File: src/rtl/decoder_seq_pkg.sv
// Shared types and helpers for the decoder select sequencer.
package decoder_seq_pkg;

  typedef enum logic [1:0] {StIdle, StDrive, StDone} state_e;

  localparam int unsigned CODE_W    = 2;
  localparam int unsigned ERR_CNT_W = 3;

  function automatic logic [3:0] onehot4(input logic [CODE_W-1:0] code);
    onehot4 = 4'b0001 << code;
  endfunction

endpackage

File: src/rtl/dwell_counter.sv
// 8-bit dwell counter; terminal flags the last cycle of a code's dwell.
module dwell_counter #(
  parameter int unsigned DWELL = 10
) (
  input  logic clk,
  input  logic rst_n,
  input  logic clr,
  input  logic en,
  output logic terminal
);

  localparam logic [7:0] Last = 8'(DWELL - 1);

  logic [7:0] count_q, count_d;

  always_comb begin
    count_d = count_q;
    if (clr) begin
      count_d = '0;
    end else if (en) begin
      count_d = count_q + 8'd1;
    end
  end

  always_ff @(posedge clk) begin
    if (!rst_n) begin
      count_q <= '0;
    end else begin
      count_q <= count_d;
    end
  end

  assign terminal = (count_q == Last);

endmodule

File: src/rtl/decoder_select_seq.sv
// Walks the 2-to-4 decoder selects through 00..11 with a programmable dwell.
// Optional output checker enabled by defining DEC_CHECK_EN.
module decoder_select_seq
  import decoder_seq_pkg::*;
#(
  parameter int unsigned DWELL = 10,
  parameter bit          LOOP  = 1'b0
) (
  input  logic                 clk,
  input  logic                 rst_n,
  input  logic                 start,
  input  logic                 stop,
  output logic                 a0,
  output logic                 a1,
  output logic                 valid,
  output logic                 busy,
  output logic                 done
`ifdef DEC_CHECK_EN
  ,
  input  logic                 y0,
  input  logic                 y1,
  input  logic                 y2,
  input  logic                 y3,
  output logic                 err,
  output logic [ERR_CNT_W-1:0] err_cnt
`endif
);

  state_e              state_q, state_d;
  logic [CODE_W-1:0]   code_q, code_d;
  logic                cnt_clr, cnt_en, terminal;

  dwell_counter #(
    .DWELL (DWELL)
  ) u_dwell (
    .clk      (clk),
    .rst_n    (rst_n),
    .clr      (cnt_clr),
    .en       (cnt_en),
    .terminal (terminal)
  );

  // Counter is held clear outside DRIVE so every sequence starts at count 0.
  always_comb begin
    state_d = state_q;
    code_d  = code_q;
    cnt_en  = 1'b0;
    cnt_clr = 1'b1;
    unique case (state_q)
      StIdle: begin
        code_d = '0;
        if (start && !stop) begin
          state_d = StDrive;
        end
      end
      StDrive: begin
        cnt_en  = 1'b1;
        cnt_clr = 1'b0;
        if (stop) begin
          state_d = StIdle;
          code_d  = '0;
          cnt_clr = 1'b1;
        end else if (terminal) begin
          cnt_clr = 1'b1;
          if (code_q != '1) begin
            code_d = code_q + 1'b1;
          end else if (LOOP) begin
            code_d = '0;
          end else begin
            state_d = StDone;
            code_d  = '0;
          end
        end
      end
      StDone: begin
        code_d  = '0;
        state_d = StIdle;
      end
      default: begin
        code_d  = '0;
        state_d = StIdle;
      end
    endcase
  end

  always_ff @(posedge clk) begin
    if (!rst_n) begin
      state_q <= StIdle;
      code_q  <= '0;
    end else begin
      state_q <= state_d;
      code_q  <= code_d;
    end
  end

  // code_q is forced to 00 outside DRIVE, so the selects come straight off it.
  assign a0    = code_q[0];
  assign a1    = code_q[1];
  assign valid = (state_q == StDrive);
  assign busy  = (state_q == StDrive);
  assign done  = (state_q == StDone);

`ifdef DEC_CHECK_EN
  logic                 err_q;
  logic [ERR_CNT_W-1:0] err_cnt_q;
  logic                 seq_start, sample, mismatch;

  assign seq_start = (state_q == StIdle) && start && !stop;
  assign sample    = (state_q == StDrive) && terminal;
  assign mismatch  = ({y3, y2, y1, y0} != onehot4(code_q));

  always_ff @(posedge clk) begin
    if (!rst_n) begin
      err_q     <= 1'b0;
      err_cnt_q <= '0;
    end else if (seq_start) begin
      err_q     <= 1'b0;
      err_cnt_q <= '0;
    end else if (sample && mismatch) begin
      err_q <= 1'b1;
      if (err_cnt_q != '1) begin
        err_cnt_q <= err_cnt_q + 1'b1;
      end
    end
  end

  assign err     = err_q;
  assign err_cnt = err_cnt_q;
`endif

endmodule

File: config.mk
export PLATFORM = sky130hd
export DESIGN_NAME = decoder_select_seq
export DESIGN_NICKNAME = d
export VERILOG_FILES = /design/src/rtl/decoder_seq_pkg.sv /design/src/rtl/dwell_counter.sv /design/src/rtl/decoder_select_seq.sv
export SDC_FILE = /design/constraint.sdc
export NUM_CORES = 1
export LEC_CHECK = 0
export ABC_AREA = 0
export CORE_AREA = 2 2 39 41
export CTS_CLUSTER_SIZE = 20
export DETAILED_ROUTE_END_ITERATION = 16
export DIE_AREA = 0 0 41 43
export DONT_BUFFER_PORTS = 1
export PLACE_DENSITY = 0.55
export SETUP_SLACK_MARGIN = 0.1
export SLEW_MARGIN = 10
export SYNTH_ARGS = -nofsm -noshare
export SYNTH_HDL_FRONTEND = slang
export SYNTH_HIERARCHICAL = 1
export SYNTH_SLANG_ARGS = --single-unit
File: constraint.sdc
create_clock -name clk -period 2 [get_ports clk]
set_clock_uncertainty 0.15 [all_clocks]
set_input_delay 0.4 -clock clk [delete_from_list [all_inputs] [get_ports clk]]
set_output_delay 0.4 -clock clk [all_outputs]
set_load 0.01 [all_outputs]
==> results of run 1 <==
-- layout make-up --
cell class	count	area (sq um)
Multi-Input combinational cell	47	315
Sequential cell	12	240
Inverter	1	3.75
Timing Repair Buffer	5	37.5
Fill cell	145	744
Clock buffer	3	22.5
Tap cell	16	20.0
-- per-stage QoR --
step                worst slack (ns)  std cells
global placement               0.205         81
floorplan                      0.100         63
finish                         0.208         84
global route                   0.115         84
detailed placement             0.187         81
CTS                            0.171         84
-- final timing paths --
path	end	slack [ns]	cells after the start
min	state_q[0]$_SDFFE_PN0P_	0.14	1
max	busy	0.21	2
min reg2reg	u_dwell/count_q[7]$_SDFFE_PP0P_	0.35	2
max reg2reg	u_dwell/count_q[1]$_SDFFE_PP0P_	0.25	8
-- per-layer routing --
metal  routed length (microns)  GRT usage
met1                       499      0.192
met2                       413      0.209
met4                        40      0.120
met5                         0          0
met3                        51     0.0471
-- cell families after synthesis --
logic type               after synthesis
AO/OA/AOI/OAI                          9
XOR/XNOR                               4
adder cells (fa/ha/maj)                3
buffers and inverters                  4
flip-flops                            12
multiplexers                           1
AND/OR/NAND/NOR                       30
-- cells in the final DEF (no fill, tap or decap), types with 2 or more instances in the layout --
cell	n
dfxtp_1	12
nor2_1	9
buf_4	5
nand3_1	4
nor2b_1	2
or3_1	3
a21oi_1	3
nand2_1	3
nand4_1	2
ha_1	3
clkbuf_4	3
o21ai_0	3
xor2_1	3
-- power by group through the flow --
stage | Combinational, mW | Clock (mW) | Sequential, mW
floorplan | 0.0106 | 0 | 0.247
global placement | 0.0132 | 0 | 0.247
detailed placement | 0.0129 | 0 | 0.247
CTS | 0.0129 | 0.151 | 0.241
global route | 0.0152 | 0.158 | 0.242
finish | 0.0139 | 0.148 | 0.241
-- what timing repair did --
| item | CTS | global route |
|---|---|---|
| hold endpoints to repair | 0 | 0 |
| resized for setup | 0 | 2 |
| endpoints found under the setup margin | 0 | 3 |
-- registers in the layout (all words and copies together), names as in the netlist --
name / flops
u_dwell/count_q: 8
state_q: 2
code_q: 2
==> summary.md, run 1 <==
| Metric | Value |
|---|---|
| Status | complete, no violations |
| Crit path cell chain | nor2b_1 > buf_4 |
| Worst Path Arrival | approximately 1.2 ns |
| Dpl hpwl | 725 microns |
| Area growth, synth to finish | 12.6% |
| Cell row count | 14 |
| Top-count cell post-synth | dfxtp_1 |
| Setup crit end kind | output pin |
| Psw | about 0.087 mW |
| Die width | 41 microns |
| Vias in the first global route | 443 |
| Crit-path max cell delay | just over 0.4 ns |
| First-pass GRT wire length | 1760 microns |
| Synth Area in Simple Gates | 0.295 |
| RSZ-0062 raised after global routing | false |
| Final period util | 0.896 |
| Final TNS setup | 0 ns |
| Setup crit start | state_q[0]$_SDFFE_PN0P_ |
| Hold-fix buffers, CTS | 0 |
| Setup repair bufs after CTS | 0 |
| Measured slew at the worst slew-check pin | 0.357 ns |
| RR Startpoint | u_dwell/count_q[1]$_SDFFE_PP0P_ |
| Fmax | 558 MHz |
| LEAKAGE | 0.221 nW |
| Clock-pin slew on the worst setup and hold paths | 0.06 ns |
| Final min period | 1.79 ns |
| Post-Synth XOR/XNOR Area | 0.0617 |
| Kind of start point of the critical path | flip-flop |
| Ant. Diodes | 0 |
| Largest net degree at the start of global routing | 9 |
| Max cap viols | 0 |
| Relative slew slack | 0.762 |
| Core Area | 0.00138 sq mm |
| Placed standard-cell area | 609 sq um |
| Overall power | roughly 0.4 mW |
| Sw frac | 0.217 |
| Ys async rst share | 0 |
| Remaining antenna violation count | 0 |
| Final wirelength | 1010 microns |
| Worst skew pair latency | between 0.2 and 0.3 ns |
| Port-buffer cells | 0 |
| CP bufs+invs | 1 |
| Syn Nets | 70 |
| Clk pwr share | 0.367 |
| P_int | 0.316 mW |
| Via count | 454 |
| Number of synthesized flops with an enable pin | 0 |
| WL/cell | 12.0 microns |
| GRT Total Usage | 0.154 |
| DRC Markers | 0 |
| CTS Buffer Depth | 2 |
| VDD IR-drop max | 0.233 mV |
| H-tree Lvls | 1 |
| Post-synth top cells | 12 x dfxtp_1, 9 x nor2_1, 4 x nand3_1 |
| Yosys reg bits | 12 |
| Die area | 0.00176 sq mm |
| Detailed Routing Iterations Pass 1 | 4 |
| Fin util | 0.462 |
| Final nets | 77 |
| Synth Area in Compound Gates | 0.101 |
| Iteration-0 DRC Markers | 2 |
| Adder-Cell Fraction of Synth Area | 0.0661 |
| Clk sinks | 12 |
| Area share of the leading cell type in the synthesized netlist | 0.423 |
| Power Density | about 630 mW/mm^2 |
| Mux cell area share after synthesis | 0.0176 |
| Avg Cell Area, Syn | 9.02 sq um |
| CP required | roughly 1.5 ns |
| DR vias/cell | around 5.4 |
| Io pins | 9 |
| Synth area leaders | dfxtp_1 42%, ha_1 6.6%, nor2_1 5.9%, xor2_1 4.6%, nand3_1 3.5% |
| Fin. max-slew vios | 0 |
| Primary FF master, synth | dfxtp_1 |
| Share of cells above drive strength 1 | 0.176 |
| Cell variety after synth | 26 |
| Initial Util | 0.410 |
| Final hold vios | 0 |
| Placer Congestion | 0.759 |
| Chip height | between 40 and 50 microns |
| Hold Startpoint | rst_n |
| Flop pwr share | 0.599 |
| Post-synthesis cell area | between 500 and 600 sq um |
| Max stage delay cell, worst path | dfxtp_1 |
| CP max FO | 6 |
| Setup CP Type | flip-flop to output pin |
| GRT overflow | 0 |
| Largest family of logic cells by synthesized area | simple AND/OR/NAND/NOR gates |
| Synth warnings | 6 |
| Cell count after synthesis | 63 |
| Num CTS Buffers | 3 |
| Type of the most critical hold path | input pin to flip-flop |
| Crit path max-delay family | flip-flops |
| Initial antenna violation count | 0 |
| Synth area leader | dfxtp_1 |
| Root buf cell | clkbuf_4 |
| # setup viols final | 0 |
| Gate power share | 0.034 |
| Final instance area | 639 sq um |
| CTS tree | done |
| Worst Hold Slack | 0.138 ns |
| Register area share after synthesis | 0.423 |
No activity file was read; power rests on OpenSTA's default activity.
==> run 2, diff against run 1 <==
==> constraint.sdc (replaced) <==
create_clock -name clk -period 2 [get_ports clk]
set_clock_uncertainty 0.15 [all_clocks]
set_input_delay 0.4 -clock clk [delete_from_list [all_inputs] [get_ports clk]]
set_output_delay 0.4 -clock clk [all_outputs]
set_load 0.1 [all_outputs]
==> summary.md, run 2 (same netlist as run 1, synthesis figures left out) <==
| Metric | Value |
|---|---|
| Status | complete, no violations (unchanged) |
| Dpl hpwl | 740 microns (was 725 microns) |
| Core Area | 0.00138 sq mm (unchanged) |
| Power Density | 620 mW/mm^2 (was 631 mW/mm^2) |
| Clock-pin slew on the worst setup and hold paths | 0.07 ns (was 0.06 ns) |
| Chip height | 43 microns (unchanged) |
| First-pass GRT wire length | 1510 microns (was 1760 microns) |
| Area growth, synth to finish | 19.4% (was 12.6%) |
| Most frequent cells in the layout | 11 x dfxtp_1, 9 x nor2_1, 5 x buf_4 (was 12 x dfxtp_1, 9 x nor2_1, 5 x buf_4) |
| Overall power | 0.420 mW (was 0.403 mW) |
| Via count | 452 (was 454) |
| Detailed Routing Iterations Pass 1 | 4 (unchanged) |
| Psw | 0.102 mW (was 0.0875 mW) |
| Num CTS Buffers | 3 (unchanged) |
| Cts repair resizes | 0 (unchanged) |
| H-tree Lvls | 1 (unchanged) |
| Die width | 41 microns (unchanged) |
| Max stage delay cell, worst path | dfxtp_2 (was dfxtp_1) |
| DR vias/cell | 5.32 (was 5.40) |
| Worst Hold Slack | 0.124 ns (was 0.138 ns) |
| Sw frac | 0.244 (was 0.217) |
| Most flop-heavy register | u_dwell/count_q (unchanged) |
| Cell row count | 14 (unchanged) |
| GRT overflow | 0 (unchanged) |
| Kind of start point of the critical path | flip-flop (unchanged) |
| Final nets | 78 (was 77) |
| Initial Util | 0.410 (unchanged) |
| Fin util | 0.490 (was 0.462) |
| Fillers | 130 (was 145) |
| Root buf cell | clkbuf_4 (unchanged) |
| Gate power share | 0.068 (was 0.034) |
| Type of the most critical hold path | input pin to flip-flop (unchanged) |
| Largest regs | u_dwell/count_q: 8 flops, code_q: 2 flops, state_q: 2 flops (unchanged) |
| CTS tree | done (unchanged) |
| VDD IR-drop max | 0.352 mV (was 0.233 mV) |
| GRT Total Usage | 0.133 (was 0.154) |
| Max FFs per register | 8 (unchanged) |
| Final min period | 1.79 ns (about the same) |
| Final hold vios | 0 (unchanged) |
| Iteration-0 DRC Markers | 7 (was 2) |
| Worst Path Arrival | 1.24 ns (about the same) |
| DRC Markers | 0 (unchanged) |
| Measured slew at the worst slew-check pin | 0.307 ns (was 0.357 ns) |
| Setup crit start | state_q[0]$_SDFFE_PN0P_ (unchanged) |
| Final TNS setup | 0 ns (unchanged) |
| P_int | 0.318 mW (was 0.316 mW) |
| Clk sinks | 12 (unchanged) |
| WL/cell | 11.8 microns (was 12.0 microns) |
| Relative slew slack | 0.795 (was 0.762) |
| Finished Layout Cells | 85 (was 84) |
| Ant. Diodes | 0 (unchanged) |
| Die area | 0.00176 sq mm (unchanged) |
| Crit path max-delay family | flip-flops (unchanged) |
| Vias in the first global route | 375 (was 443) |
| Setup crit end kind | output pin (unchanged) |
| Fmax | 560 MHz (was 558 MHz) |
| Placed standard-cell area | 656 sq um (was 609 sq um) |
| Flop pwr share | 0.575 (was 0.599) |
| CP max FO | 7 (was 6) |
| Final period util | 0.893 (was 0.896) |
| Largest net degree at the start of global routing | 9 (unchanged) |
| Max cap viols | 0 (unchanged) |
| Post-Place Cells | 82 (was 81) |
| RR Startpoint | u_dwell/count_q[1]$_SDFFE_PP0P_ (unchanged) |
| RSZ-0062 raised after global routing | false (unchanged) |
| Placer Congestion | 0.718 (was 0.759) |
| Setup repair bufs after CTS | 0 (unchanged) |
| Port-buffer cells | 0 (unchanged) |
| Worst skew pair latency | 0.27 ns (about the same) |
| Register area | 241 sq um (was 240 sq um) |
| Share of cells above drive strength 1 | 0.217 (was 0.176) |
| Initial antenna violation count | 0 (unchanged) |
| LEAKAGE | 0.235 nW (was 0.221 nW) |
| CP required | 1.45 ns (about the same) |
| Commonest non-fill, non-tap cell in the layout | dfxtp_1 (unchanged) |
| Fin. max-slew vios | 0 (unchanged) |
| Setup CP Type | flip-flop to output pin (unchanged) |
| Hold-fix buffers, CTS | 0 (unchanged) |
| Slack of the worst reg-to-reg path | 0.30 ns (was 0.25 ns) |
| Setup ws final | 0.214 ns (was 0.208 ns) |
| Clk pwr share | 0.357 (was 0.367) |
| Final wirelength | 1010 microns (about the same) |
| CTS Buffer Depth | 2 (unchanged) |
| # setup viols final | 0 (unchanged) |
| Crit path cell chain | nor2b_4 > buf_12 (was nor2b_1 > buf_4) |
| Remaining antenna violation count | 0 (unchanged) |
| Crit-path max cell delay | 0.38 ns (was 0.41 ns) |
| Final instance area | 678 sq um (was 639 sq um) |
| Area of the multi-input gates | 333 sq um (was 315 sq um) |
| Pre-CTS setup slack | 0.307 ns (was 0.187 ns) |
| Hold Startpoint | rst_n (unchanged) |
| CP bufs+invs | 1 (unchanged) |
| Io pins | 9 (unchanged) |
==> run 2: worst paths after layout <==
path | to | cells after the start
min reg2reg | u_dwell/count_q[7]$_SDFFE_PP0P_ | 2
max | busy | 2
max reg2reg | u_dwell/count_q[1]$_SDFFE_PP0P_ | 7
min | state_q[0]$_SDFFE_PN0P_ | 1
==> run 2: layout make-up <==
type                    instances  area share
flip-flops and latches         12       0.356
multi-input cells              47       0.491
well taps                      16      0.0295
clock buffers                   3      0.0332
inverters                       1     0.00554
repair buffers                  6      0.0849
==> run 2: power groups by stage <==
stage	registers, mW	logic (mW)	clock network (mW)
after floorplan	0.247	0.0264	0
after global placement	0.247	0.0289	0
after detailed placement	0.247	0.0288	0
after CTS	0.242	0.0288	0.156
after global routing	0.242	0.0301	0.162
final	0.242	0.0286	0.150
==> run 2: per-layer routing <==
layer  GRT usage  share of wire  wire, microns
met2       0.156           0.48            479
met3      0.0314          0.028             28
met5           0              0              0
met1       0.180           0.48            485
met4       0.140          0.013             13
==> run 2: worst register-to-register path, cell delays in order, from the launching register on <==
cell	delay, ns
dfxtp_1	0.42
inv_1	0.07
ha_1	0.18
nand3_1	0.09
nor4_2	0.05
nand3b_1	0.14
nand2b_1	0.27
a211oi_1	0.25
==> run 3, diff against run 2 <==
Settings changed: CORE_AREA 2 2 39 41 to 4 4 41 43, DIE_AREA 0 0 41 43 to 0 0 45 47.
==> summary.md, run 3 (same netlist as run 1, synthesis figures left out) <==
| Metric | Value |
|---|---|
| Status | complete, no violations (unchanged) |
| CP required | 1.45 ns (about the same) |
| Pre-CTS setup slack | 0.280 ns (was 0.307 ns) |
| Cell row count | 13 (was 14) |
| Reg2Reg Depth | 7 (unchanged) |
| Final wirelength | 998 microns (was 1010 microns) |
| Setup crit end kind | output pin (unchanged) |
| Fillers | 118 (was 130) |
| Type of the most critical hold path | input pin to flip-flop (unchanged) |
| Max FFs per register | 8 (unchanged) |
| Initial antenna violation count | 0 (unchanged) |
| Die width | 45 microns (was 41 microns) |
| R2r endpoint | code_q[0]$_SDFFE_PP0P_ (was u_dwell/count_q[1]$_SDFFE_PP0P_) |
| Worst Hold Slack | 0.144 ns (was 0.124 ns) |
| Via count | 456 (was 452) |
| Crit-path max cell delay | 0.39 ns (was 0.38 ns) |
| Fmax | 550 MHz (was 560 MHz) |
| Measured slew at the worst slew-check pin | 0.338 ns (was 0.307 ns) |
| Kind of start point of the critical path | flip-flop (unchanged) |
| Remaining antenna violation count | 0 (unchanged) |
| DRC Markers | 0 (unchanged) |
| Area growth, synth to finish | 23.8% (was 19.4%) |
| Crit path cell chain | nor2b_4 > buf_12 (unchanged) |
| Most flop-heavy register | u_dwell/count_q (unchanged) |
| Setup CP Type | flip-flop to output pin (unchanged) |
| Power Density | 651 mW/mm^2 (was 620 mW/mm^2) |
| Max cap viols | 0 (unchanged) |
| Relative slew slack | 0.774 (was 0.795) |
| Commonest non-fill, non-tap cell in the layout | dfxtp_1 (unchanged) |
| Final hold vios | 0 (unchanged) |
| Port-buffer cells | 0 (unchanged) |
| Max stage delay cell, worst path | dfxtp_2 (unchanged) |
| Clk sinks | 12 (unchanged) |
| RSZ-0062 raised after global routing | false (unchanged) |
| Hold-fix buffers, CTS | 0 (unchanged) |
| LEAKAGE | 0.248 nW (was 0.235 nW) |
| First-pass GRT wire length | 1890 microns (was 1510 microns) |
| Share of cells above drive strength 1 | 0.254 (was 0.217) |
| Hold depth | 1 (unchanged) |
| Worst Path Arrival | 1.27 ns (was 1.24 ns) |
| Clock-pin slew on the worst setup and hold paths | 0.07 ns (about the same) |
| Ant. Diodes | 0 (unchanged) |
| Die area | 0.00212 sq mm (was 0.00176 sq mm) |
| Setup ws final | 0.183 ns (was 0.214 ns) |
| Io pins | 9 (unchanged) |
| Final period util | 0.908 (was 0.893) |
| Largest net degree at the start of global routing | 9 (unchanged) |
| Final min period | 1.82 ns (was 1.79 ns) |
| Fin util | 0.540 (was 0.490) |
| Worst skew pair latency | 0.27 ns (about the same) |
| CP max FO | 8 (was 7) |
| Dpl hpwl | 750 microns (was 740 microns) |
| Iteration-0 DRC Markers | 6 (was 7) |
| Detailed Routing Iterations Pass 1 | 4 (unchanged) |
| DR vias/cell | 5.30 (was 5.32) |
| Logic depth of the worst setup path including buffers | 2 (unchanged) |
| Final nets | 79 (was 78) |
| Crit path to | busy (unchanged) |
| # setup viols final | 0 (unchanged) |
| GRT Total Usage | 0.126 (was 0.133) |
| Crit path max-delay family | flip-flops (unchanged) |
| H-tree Lvls | 1 (unchanged) |
| Root buf cell | clkbuf_4 (unchanged) |
| Fin. max-slew vios | 0 (unchanged) |
| Slack of the worst reg-to-reg path | 0.28 ns (was 0.30 ns) |
| WL/cell | 11.6 microns (was 11.8 microns) |
| Most frequent cells in the layout | 11 x dfxtp_1, 9 x nor2_1, 6 x buf_4 (was 11 x dfxtp_1, 9 x nor2_1, 5 x buf_4) |
| Placer Congestion | 0.725 (was 0.718) |
| CTS Buffer Depth | 2 (unchanged) |
| VDD IR-drop max | 0.555 mV (was 0.352 mV) |
| Initial Util | 0.437 (was 0.410) |
| Setup crit start | state_q[0]$_SDFFE_PN0P_ (unchanged) |
| RR Startpoint | u_dwell/count_q[1]$_SDFFE_PP0P_ (unchanged) |
| GRT overflow | 0 (unchanged) |
| Core Area | 0.00130 sq mm (was 0.00138 sq mm) |
| Vias in the first global route | 450 (was 375) |
| Num CTS Buffers | 3 (unchanged) |
| Final TNS setup | 0 ns (unchanged) |
| Chip height | 47 microns (was 43 microns) |
| CP bufs+invs | 1 (unchanged) |
| Largest regs | u_dwell/count_q: 8 flops, code_q: 2 flops, state_q: 2 flops (unchanged) |
| CTS tree | done (unchanged) |
[run 3: what timing repair did]
action,4_1_cts,5_1_grt
gates resized for setup,0,1
setup endpoints to repair,0,1
buffers inserted,0,0
[run 3: routing by layer]
layer	vias to the layer above	share of wire	GRT usage
met5	-	0	0
met4	0	0.010	0.0351
met3	2	0.064	0.0575
met2	13	0.44	0.198
met1	207	0.48	0.156
li1	234	-	-
[run 3: layout make-up]
cell class / count / area [sq um] / share of cell area
inverters: 1 / 3.75 / 0.00534
repair buffers: 7 / 65.1 / 0.0925
multi-input cells: 47 / 338 / 0.480
well taps: 15 / 18.8 / 0.0267
clock buffers: 4 / 36.3 / 0.0516
flip-flops and latches: 12 / 241 / 0.343
[run 3: power by group]
part	leakage (nW)	internal (mW)	total (mW)	switching [mW]
clock network	0.0210	0.110	0.187	0.0763
registers	0.0972	0.240	0.242	0.00179
logic	0.130	0.00833	0.0293	0.0210
[run 3: per-stage QoR]
step | instances | power, mW | cell area, sq um
after CTS | 86 | 0.467 | 698
after global routing | 86 | 0.482 | 703
after detailed placement | 82 | 0.276 | 662
final | 86 | 0.458 | 703
after floorplan | 63 | 0.274 | 601
after global placement | 82 | 0.276 | 662
[run 3: worst min-delay path by stage]
stage	start	end	slack [ns]
finish	rst_n	state_q[0]$_SDFFE_PN0P_	0.14
global route	rst_n	state_q[0]$_SDFFE_PN0P_	0.13
CTS	rst_n	state_q[0]$_SDFFE_PN0P_	0.13
detailed placement	u_dwell/count_q[7]$_SDFFE_PP0P_	u_dwell/count_q[7]$_SDFFE_PP0P_	0.34
global placement	u_dwell/count_q[7]$_SDFFE_PP0P_	u_dwell/count_q[7]$_SDFFE_PP0P_	0.33
floorplan	u_dwell/count_q[7]$_SDFFE_PP0P_	u_dwell/count_q[7]$_SDFFE_PP0P_	0.32
==> patch (settings of run 2) <==
`DWELL` is set to 10 in 2 places; all go to 9.
--- a/src/rtl/dwell_counter.sv
+++ b/src/rtl/dwell_counter.sv
@@ -1,5 +1,5 @@
 // 8-bit dwell counter; terminal flags the last cycle of a code's dwell.
 module dwell_counter #(
-  parameter int unsigned DWELL = 10
+  parameter int unsigned DWELL = 9
 ) (
   input  logic clk,
--- a/src/rtl/decoder_select_seq.sv
+++ b/src/rtl/decoder_select_seq.sv
@@ -4,5 +4,5 @@
   import decoder_seq_pkg::*;
 #(
-  parameter int unsigned DWELL = 10,
+  parameter int unsigned DWELL = 9,
   parameter bit          LOOP  = 1'b0
 ) (
Behaviour: no difference found for any inputs over 10 cycles, from zero or initial values and one cycle with rst_n low; that may be too few to reach the edited logic, so the function may still have changed.
==> patch against run 2 <==
  * Area after synthesis is 1.1% higher
  * Total power is 8.5% higher
  * Sequential share of layout area is 1.0 points lower
  * Sequential cell count stayed put
  * Design area is 3.0% higher
  * Critical path depth stayed put
  * Count of clock-buffer cells in the layout is 1 higher
  * Routed wire length is 8.0% lower
  * Largest cell class unchanged
  * Setup slack worse by 19 ps
  * Combinational power is 2% lower
  * Register-to-register slack better by 50 ps
  * Synthesized cell count is 1.6% higher
==> patch: results (changes against run 2) <==
Critical path:
- The worst reg-to-reg setup slack is 350 ps (was 300 ps).
- The source of the worst register-to-register timing path is u_dwell/count_q[0]$_SDFFE_PP0P_ (was u_dwell/count_q[1]$_SDFFE_PP0P_).
- The capture instance of the worst register-to-register path is u_dwell/count_q[5]$_SDFFE_PP0P_ (was u_dwell/count_q[1]$_SDFFE_PP0P_).

Clock tree:
- The cell at the root of the clock tree is clkbuf_4 (unchanged).
- The clock-pin slew of the registers on the worst-case setup and hold paths is 80 ps.
- The clock latency reported for the late side of the worst-skew pair was 270 ps (about the same).

Power and ir drop:
- The share of power burned in combinational logic is 6.2% (was 6.8%).
- The leakage dissipation was 0.244 nW (was 0.235 nW).
- The ratio of total power to cell area is 653 nW/um^2 (was 620 nW/um^2).
- The worst ir drop on vdd is 0.000340 V (was 0.000352 V).
- The clock network power consumption is 0.000186 W (was 0.000150 W).
- The switching power was 0.0000975 W (was 0.000102 W).

Global route:
- The busiest layer in global routing was met2 (was met1).
- The global-route met1 utilization is 15.5% (was 18.0%).
- The met3 track demand over resource in global routing is 3.66% (was 3.14%).
- The met2 capacity usage during global routing is 18.8% (was 15.6%).
- The first-pass GRT wire length is 1570 um (was 1510 um).
- The number of global-route vias before repair came to 407 (was 375).
- The overall routing resource usage was 13.1% (was 13.3%).

Route:
- The wire length on met2 was 423 um (was 479 um).
- The wire length on met1 is 450 um (was 485 um).
- The highest metal layer with signal wires is met4 (unchanged).
- The met3 wire length is 41 um (was 28 um).
- The total wire length is 926 um (was 1010 um).
- The average routed wire per standard cell is 10.6 um (was 11.8 um).
- The number of iterations in the first detailed-routing pass is 2 (was 4).

Final layout:
- The layout net count is 79 (was 78).
- The ratio of cells with drive above 1 in the final layout is 22.5% (was 21.7%).

Logic synthesis:
- Top cells by area in the synthesized netlist: dfxtp_1 (42%), ha_1 (6.5%), nor2_1 (5.9%), xor2_1 (4.6%), mux2i_1 (3.5%) (was dfxtp_1 (42%), ha_1 (6.6%), nor2_1 (5.9%), xor2_1 (4.6%), nand3_1 (3.5%)).
- The synthesized netlist net count is 71 (was 70).
- The compound-cell area share of the yosys netlist came to 8.71% (was 10.1%).
- The share of flip-flops with an asynchronous set or reset is 0% (unchanged).
- The xor/xnor cell area share of the yosys netlist is 6.10% (was 6.17%).
- The sequential element share of the synthesized area is 41.8% (was 42.3%).
- The mean cell area of the mapped netlist was 8.97 um^2 (was 9.02 um^2).
- The synthesized-area fraction occupied by adder cells is 6.54% (was 6.61%).
- The multiplexer share of the synthesized area is 3.49% (was 1.76%).
- The number of distinct library cells after synthesis is 25 (was 26).

Run status:
- Status: finished, final reports clean (unchanged).

Placement:
- The cell count after placement is 83 (was 82).
- The final weighted congestion of routability-driven global placement came to 0.748 (was 0.718).
- The post-placement worst setup slack was 263 ps (was 307 ps).

STA:
- The relative slew slack is 79.8% (was 79.5%).
- The worst hold slack across all endpoints was 123 ps (was 124 ps).
[patch: changes by cell type in the layout (fill, tap and decap cells not counted), sizes merged]
cell / run 2 / this run
a211oi: 1 / 0
inv: 1 / 2
clkbuf: 3 / 4
mux2i: 1 / 2
[patch: how the worst max path moves through the flow]
stage	end	slack, ps	cells past startpoint
finish	busy	200	2
global route	valid	140	2
CTS	busy	180	2
detailed placement	u_dwell/count_q[4]$_SDFFE_PP0P_	260	7
global placement	u_dwell/count_q[1]$_SDFFE_PP0P_	290	7
floorplan	u_dwell/count_q[5]$_SDFFE_PP0P_	90	5
[patch: what timing repair did]
| item | in CTS | in global routing |
|---|---|---|
| setup buffers | 0 | 0 |
| setup endpoints to repair | 0 | 7 |
| resized for setup | 0 | 1 |
[patch: cell type report]
class / count / area, um^2
Clock buffer: 4 / 36.3
Fill cell: 132 / 686
Inverter: 2 / 7.51
Multi-Input combinational cell: 47 / 335
Sequential cell: 12 / 241
Tap cell: 16 / 20.0
Timing Repair Buffer: 6 / 57.6
